[src/rtl/pc_ctrl_pkg.sv]
// Shared types and constants for the RV32I instruction-fetch sequencer.
// Optional misaligned-redirect trapping is selected with PC_CTRL_MISALIGN_TRAP_EN.
package pc_ctrl_pkg;

    typedef enum logic [1:0] {
        ST_IDLE  = 2'b00,
        ST_REQ   = 2'b01,
        ST_VALID = 2'b10,
        ST_FAULT = 2'b11
    } pc_state_e;

    localparam logic [1:0]  FAULT_NONE     = 2'b00;
    localparam logic [1:0]  FAULT_TIMEOUT  = 2'b01;
    localparam logic [1:0]  FAULT_MISALIGN = 2'b10;

    localparam logic [31:0] PC_INCR = 32'd4;

    function automatic logic is_misaligned(input logic [31:0] addr);
        return (addr[1:0] != 2'b00);
    endfunction

    function automatic logic [31:0] align_word(input logic [31:0] addr);
        return {addr[31:2], 2'b00};
    endfunction

endpackage

[src/rtl/pc_ctrl_rv32i_if.sv]
// Instruction-memory bus plus decode handshake between the fetch sequencer
// (master) and the memory/decode side (slave).
interface pc_ctrl_rv32i_if;

    logic        imem_req;
    logic [31:0] imem_addr;
    logic        imem_ready;
    logic [31:0] imem_rdata;
    logic        instr_valid;
    logic [31:0] instr;
    logic [31:0] instr_pc;
    logic        stall;

    modport master (
        output imem_req,
        output imem_addr,
        input  imem_ready,
        input  imem_rdata,
        output instr_valid,
        output instr,
        output instr_pc,
        input  stall
    );

    modport slave (
        input  imem_req,
        input  imem_addr,
        output imem_ready,
        output imem_rdata,
        input  instr_valid,
        input  instr,
        input  instr_pc,
        output stall
    );

endinterface

[src/rtl/pc_rv32i.sv]
// RV32I program-counter register; loads pc_in every cycle and boots at 0.
module pc_rv32i (
    input  logic        clk,
    input  logic        reset,
    input  logic [31:0] pc_in,
    output logic [31:0] pc_out
);

    // PC storage, cleared asynchronously to the boot address
    always_ff @(posedge clk or negedge reset) begin
        if (!reset) begin
            pc_out <= 32'h0000_0000;
        end else begin
            pc_out <= pc_in;
        end
    end

endmodule

[src/rtl/pc_ctrl_rv32i.sv]
// Instruction-fetch sequencer: PC ownership, one-at-a-time imem fetch, decode
// handshake, redirects and sticky timeout fault. Option: PC_CTRL_MISALIGN_TRAP_EN.
module pc_ctrl_rv32i
    import pc_ctrl_pkg::*;
#(
    parameter int unsigned TIMEOUT_CYCLES = 16
) (
    input  logic                  clk,
    input  logic                  reset,
    input  logic                  start,
    input  logic                  redirect,
    input  logic [31:0]           redirect_pc,
    pc_ctrl_rv32i_if.master       fetch,
    output logic                  fault,
    output logic [1:0]            fault_cause,
    output logic [31:0]           fault_pc,
    output logic                  busy
);

    localparam logic [7:0] CNT_LAST = 8'(TIMEOUT_CYCLES - 32'd1);

    pc_state_e   state_r;
    logic [7:0]  cnt_r;
    logic [31:0] instr_r;
    logic [31:0] instr_pc_r;
    logic [1:0]  cause_r;
    logic [31:0] fault_pc_r;
    logic [31:0] pc_s;
    logic [31:0] pc_next_s;
    logic [31:0] redir_target_s;
    logic        redir_trap_s;

    pc_rv32i u_pc (
        .clk    (clk),
        .reset  (reset),
        .pc_in  (pc_next_s),
        .pc_out (pc_s)
    );

    // Redirect target legalisation: trap on misalignment or silently word-align
    always_comb begin
`ifdef PC_CTRL_MISALIGN_TRAP_EN
        redir_target_s = redirect_pc;
        redir_trap_s   = is_misaligned(redirect_pc);
`else
        redir_target_s = align_word(redirect_pc);
        redir_trap_s   = 1'b0;
`endif
    end

    // Next-PC mux: redirect beats accept; a trapping redirect leaves the PC alone
    always_comb begin
        pc_next_s = pc_s;
        if (redirect) begin
            if (redir_trap_s) begin
                pc_next_s = pc_s;
            end else begin
                pc_next_s = redir_target_s;
            end
        end else if ((state_r == ST_VALID) && !fetch.stall) begin
            pc_next_s = pc_s + PC_INCR;
        end else begin
            pc_next_s = pc_s;
        end
    end

    // Fetch FSM with timeout counter, captured instruction and fault record
    always_ff @(posedge clk or negedge reset) begin
        if (!reset) begin
            state_r    <= ST_IDLE;
            cnt_r      <= 8'd0;
            instr_r    <= 32'h0000_0000;
            instr_pc_r <= 32'h0000_0000;
            cause_r    <= FAULT_NONE;
            fault_pc_r <= 32'h0000_0000;
        end else if (redirect && redir_trap_s) begin
            state_r    <= ST_FAULT;
            cnt_r      <= 8'd0;
            cause_r    <= FAULT_MISALIGN;
            fault_pc_r <= redirect_pc;
        end else if (redirect) begin
            cnt_r <= 8'd0;
            case (state_r)
                ST_IDLE:  state_r <= start ? ST_REQ : ST_IDLE;
                ST_REQ:   state_r <= ST_REQ;
                ST_VALID: state_r <= ST_REQ;
                ST_FAULT: begin
                    state_r    <= ST_REQ;
                    cause_r    <= FAULT_NONE;
                    fault_pc_r <= 32'h0000_0000;
                end
                default:  state_r <= ST_IDLE;
            endcase
        end else begin
            case (state_r)
                ST_IDLE: begin
                    if (start) begin
                        state_r <= ST_REQ;
                        cnt_r   <= 8'd0;
                    end
                end
                ST_REQ: begin
                    if (fetch.imem_ready) begin
                        instr_r    <= fetch.imem_rdata;
                        instr_pc_r <= pc_s;
                        state_r    <= ST_VALID;
                    end else if (cnt_r == CNT_LAST) begin
                        state_r    <= ST_FAULT;
                        cause_r    <= FAULT_TIMEOUT;
                        fault_pc_r <= pc_s;
                    end else begin
                        cnt_r <= cnt_r + 8'd1;
                    end
                end
                ST_VALID: begin
                    if (!fetch.stall) begin
                        state_r <= ST_REQ;
                        cnt_r   <= 8'd0;
                    end
                end
                ST_FAULT: state_r <= ST_FAULT;
                default:  state_r <= ST_IDLE;
            endcase
        end
    end

    assign fetch.imem_req    = (state_r == ST_REQ);
    assign fetch.imem_addr   = pc_s;
    assign fetch.instr_valid = (state_r == ST_VALID);
    assign fetch.instr       = instr_r;
    assign fetch.instr_pc    = instr_pc_r;
    assign fault             = (state_r == ST_FAULT);
    assign fault_cause       = cause_r;
    assign fault_pc          = fault_pc_r;
    assign busy              = (state_r != ST_IDLE);

endmodule

[src/flat_wrapper.sv]
// flat-port wrapper written by rule: the top's interface ports become plain ports
module pc_ctrl_rv32i_flat import pc_ctrl_pkg::*;
#(
    parameter int unsigned TIMEOUT_CYCLES = 16
)
  (clk, reset, start, redirect, redirect_pc, fault, fault_cause, fault_pc, busy, fetch_imem_req, fetch_imem_addr, fetch_imem_ready, fetch_imem_rdata, fetch_instr_valid, fetch_instr, fetch_instr_pc, fetch_stall);
  pc_ctrl_rv32i_if fetch_i ();
  input  logic clk;
  input  logic reset;
  input  logic start;
  input  logic redirect;
  input  logic [31:0] redirect_pc;
  output logic fault;
  output logic [1:0] fault_cause;
  output logic [31:0] fault_pc;
  output logic busy;
  output wire logic [$bits(fetch_i.imem_req)-1:0] fetch_imem_req;
  output wire logic [$bits(fetch_i.imem_addr)-1:0] fetch_imem_addr;
  input wire logic [$bits(fetch_i.imem_ready)-1:0] fetch_imem_ready;
  input wire logic [$bits(fetch_i.imem_rdata)-1:0] fetch_imem_rdata;
  output wire logic [$bits(fetch_i.instr_valid)-1:0] fetch_instr_valid;
  output wire logic [$bits(fetch_i.instr)-1:0] fetch_instr;
  output wire logic [$bits(fetch_i.instr_pc)-1:0] fetch_instr_pc;
  input wire logic [$bits(fetch_i.stall)-1:0] fetch_stall;
  assign fetch_imem_req = fetch_i.imem_req;
  assign fetch_imem_addr = fetch_i.imem_addr;
  assign fetch_i.imem_ready = fetch_imem_ready;
  assign fetch_i.imem_rdata = fetch_imem_rdata;
  assign fetch_instr_valid = fetch_i.instr_valid;
  assign fetch_instr = fetch_i.instr;
  assign fetch_instr_pc = fetch_i.instr_pc;
  assign fetch_i.stall = fetch_stall;
  pc_ctrl_rv32i #(.TIMEOUT_CYCLES(TIMEOUT_CYCLES)) u_core (.clk(clk), .reset(reset), .start(start), .redirect(redirect), .redirect_pc(redirect_pc), .fetch(fetch_i), .fault(fault), .fault_cause(fault_cause), .fault_pc(fault_pc), .busy(busy));
endmodule
[config.mk]
export PLATFORM = sky130hd
export DESIGN_NAME = pc_ctrl_rv32i_flat
export DESIGN_NICKNAME = d
export VERILOG_FILES = /design/src/rtl/pc_ctrl_pkg.sv /design/src/rtl/pc_ctrl_rv32i_if.sv /design/src/rtl/pc_rv32i.sv /design/src/rtl/pc_ctrl_rv32i.sv /design/src/flat_wrapper.sv
export SDC_FILE = /design/constraint.sdc
export NUM_CORES = 1
export LEC_CHECK = 0
export ABC_AREA = 1
export CORE_MARGIN = 2
export CORE_UTILIZATION = 42
export CTS_CLUSTER_DIAMETER = 150
export DETAILED_ROUTE_END_ITERATION = 10
export PLACE_DENSITY = 0.82
export SLEW_MARGIN = 20
export SYNTH_ARGS = -nofsm -noshare
export SYNTH_HDL_FRONTEND = slang
export SYNTH_SLANG_ARGS = --single-unit
[constraint.sdc]
create_clock -name clk -period 1.7 [get_ports clk]
set_clock_uncertainty 0.05 [all_clocks]
set_input_delay 0.51 -clock clk [delete_from_list [all_inputs] [get_ports clk]]
set_output_delay 0.51 -clock clk [all_outputs]
set_load 0.005 [all_outputs]
==> impl_metrics.yaml <==
outcome:
  status: "finished, violations left"
  violations: "setup timing"
floorplan:
  core_area_mm2: 0.0146
  die-area_mm2: 0.0161
  start_util_pct: 43.4
  die_w_um: 127
  die_height_um: 127
  rows: 44
  num_io_pins: 204
route:
  antenna_left: 0
  drt-pass1-iter-count: 6
  wl_mm: 22.6
  avgViaCountPerCell: 5.40
  route.detailed.drc: 0
  post_drt_wl_per_cell_um: 18.3
  dr.first_iter.drc_count: 654
  vias: 6686
timing:
  hold_violations: 0
  tns_ps: -4280
  grt_setup_unrepaired: "yes"
  setup_viol: 56
  clock.fmax_mhz: 534
  slew_viol_final: 0
  setup_slack_ps: -174
  min_period_over_period_pct: 110
  period_minus_slack_ps: 1870
setup_path:
  critPathLaunchType: "flip-flop"
  rrSetupSlack_ps: -170
  cp.arrival_ps: 2170
  required_ps: 1990
  r2r.worst_path.cells: 12
  crit_type: "flip-flop to flip-flop"
  timing.rr.start: "u_core.state_r[0]"
  reg2reg_to: "u_core.cnt_r[4]"
  end_kind: "flip-flop"
  crit_fanout: 8
synthesis:
  yosys.area.top_type: "dfrtp_1"
  synth.top_cell.area_share_pct: 52.8
  async_flop_share_pct: 100
  syn_area_mm2: 0.00635
  synth_common_cells: "178 x nand2_1, 134 x dfrtp_1, 85 x nand3_1"
  avgSynthCellArea_um2: 8.75
  synth_edf_count: 0
  ys_seq_area_share_pct: 52.8
  ys_seq_elements: 134
  synth_area_leaders: "dfrtp_1 53%, nand2_1 11%, nand3_1 6.7%"
  syn_inst: 726
  ys.flop_type: "dfrtp_1"
  yosys_warnings: 0
  synthDistinctLibCells: 34
  post-synth-top-count-cell: "nand2_1"
worst_hold_path:
  hold_path_depth: 2
  worstHoldStart: "u_core.fault_cause[0]"
  min_path_type: "flip-flop to flip-flop"
  hold-path-endpoint: "u_core.fault_cause[0]"
place:
  placed_area_mm2: 0.00899
  numPortBuffers: 196
  hpwl_mm: 14.3
  gp_congestion: 0.901
cells_and_area:
  area_growth_pct: 66.4
  n_fill_cell: 1031
  layout.nets: 1120
  antennaDiodeCount: 0
  multi_input_area_mm2: 0.00294
  fin_util_pct: 72.2
  design_area_mm2: 0.0106
  regArea_mm2: 0.00336
  drive_above_1_share_pct: 25.9
cts:
  htreeDepth: 4
  clk_latency_ps: 430
  root_buffer: "clkbuf_16"
  clockBufferDepth: 2
  clk_pin_slew_ps: 60
  cts_made_buffers: 17
  cts_tree: "done"
  cts_sinks: 134
global_routing:
  antenna_found_initial: 0
  first_global_vias: 6373
  globalRoute.totalOverflow: 0
  grt_pass1_wl_mm: 32.2
  grt_max_degree: 47
  grtUsageTotal_pct: 25.6
pwr:
  ir_drop_uv: 976
  p_leak_nw: 5.31
  p_per_area_mw_per_mm2: 1310
  finalPower_w: 0.0139
job:
  drv_cap: 0
logic make-up after synthesis:
| logic type | count (synthesis) | share of synthesized area [%] |
|---|---|---|
| compound gates | 103 | 8.71 |
| xor+xnor | 6 | 0.827 |
| fa+ha+maj | 8 | 1.58 |
| buf+inv | 100 | 6.70 |
| flops | 134 | 52.8 |
| mux | 32 | 6.21 |
| other cells | 1 | 0.0590 |
| simple gates | 342 | 23.1 |
worst max-delay path, stage by stage (launching register included):
cell,delay [ps]
dfrtp_1,420
buf_6,150
buf_6,110
ha_4,160
inv_4,60
nor2_4,40
nand2_4,140
buf_6,130
nand3_4,60
a21oi_4,160
buf_6,170
nand2_2,60
o21ai_1,90
placed cells by master, fill, tap and decap left out, types with 4 or more instances in the layout:
cell type / count
dfrtp_1: 128
o21ai_2: 8
clkbuf_8: 7
clkbuf_16: 22
nand2_4: 6
inv_1: 59
nand2_2: 11
o21ai_1: 28
dfrtp_2: 6
nand2_1: 162
bufinv_16: 4
nand3_2: 5
buf_6: 21
o21ai_0: 48
nand4_1: 10
dlygate4sd2_1: 119
clkdlybuf4s50_1: 66
inv_2: 5
nor2_4: 6
mux2_4: 23
mux2_2: 9
conb_1: 5
nor2_2: 11
nand3_1: 78
nor2_1: 42
a21oi_1: 6
buf_4: 93
ha_4: 7
xor2_1: 5
o211ai_1: 4
buf_12: 12
power breakdown:
group | internal, W | leakage [nW] | switching, W
logic | 0.00284 | 3.30 | 0.00230
clock network | 0.00273 | 0.319 | 0.00138
registers | 0.00407 | 1.69 | 0.000564
registers in the layout, indices dropped and copies added (netlist names):
signal / cells
u_core.cnt_r: 8
u_core.fault_cause: 1
u_core.fault_pc: 31
u_core.fetch.instr: 32
u_core.u_pc.pc_out: 30
u_core.state_r: 2
u_core.fetch.instr_pc: 30
repair_timing:
| item | 4_1_cts | 5_1_grt |
|---|---|---|
| cloned | 2 | 9 |
| resized for setup | 199 | 106 |
| hold buffers | 1 | 0 |
| buffers inserted | 50 | 11 |
| endpoints found under the setup margin | 197 | 137 |
| hold endpoints to repair | 21 | 0 |
| pin swaps | 6 | 14 |
per-layer routing:
metal	vias to the layer above	track usage (%)	part of all wire [%]	wire, um
li1	3007	-	-	-
met2	403	44.1	51	11500
met5	-	0	0	0
met1	3204	30.4	38	8500
met4	0	10.1	3.1	692
met3	72	7.20	8.6	1950
stage by stage:
stage / setup WS, ps / hold WS [ps] / cells
after floorplan: 34.1 / 164 / 730
after global placement: -325 / 337 / 1138
after detailed placement: -381 / 334 / 1138
after CTS: -208 / 431 / 1222
after global routing: -230 / 457 / 1239
final: -174 / 427 / 1239
area by class of cell:
| class | instances | area share (%) |
|---|---|---|
| clock buffers | 26 | 5.01 |
| clock inverters | 6 | 1.28 |
| multi-input cells | 496 | 27.8 |
| repair buffers | 327 | 29.5 |
| inverters | 66 | 2.39 |
| flip-flops and latches | 134 | 31.8 |
| well taps | 184 | 2.18 |
worst max path at each step:
stage | from | endpoint | slack, ps | cells after the start
detailed placement | redirect | u_core.cnt_r[6] | -380 | 8
global placement | redirect | u_core.cnt_r[6] | -320 | 8
finish | u_core.state_r[0] | u_core.cnt_r[4] | -170 | 12
floorplan | u_core.state_r[1] | u_core.fetch.instr[0] | 30 | 8
global route | u_core.state_r[0] | u_core.cnt_r[4] | -230 | 12
CTS | u_core.state_r[0] | fetch_instr_valid | -210 | 3
No activity file was read; power rests on OpenSTA's default activity.
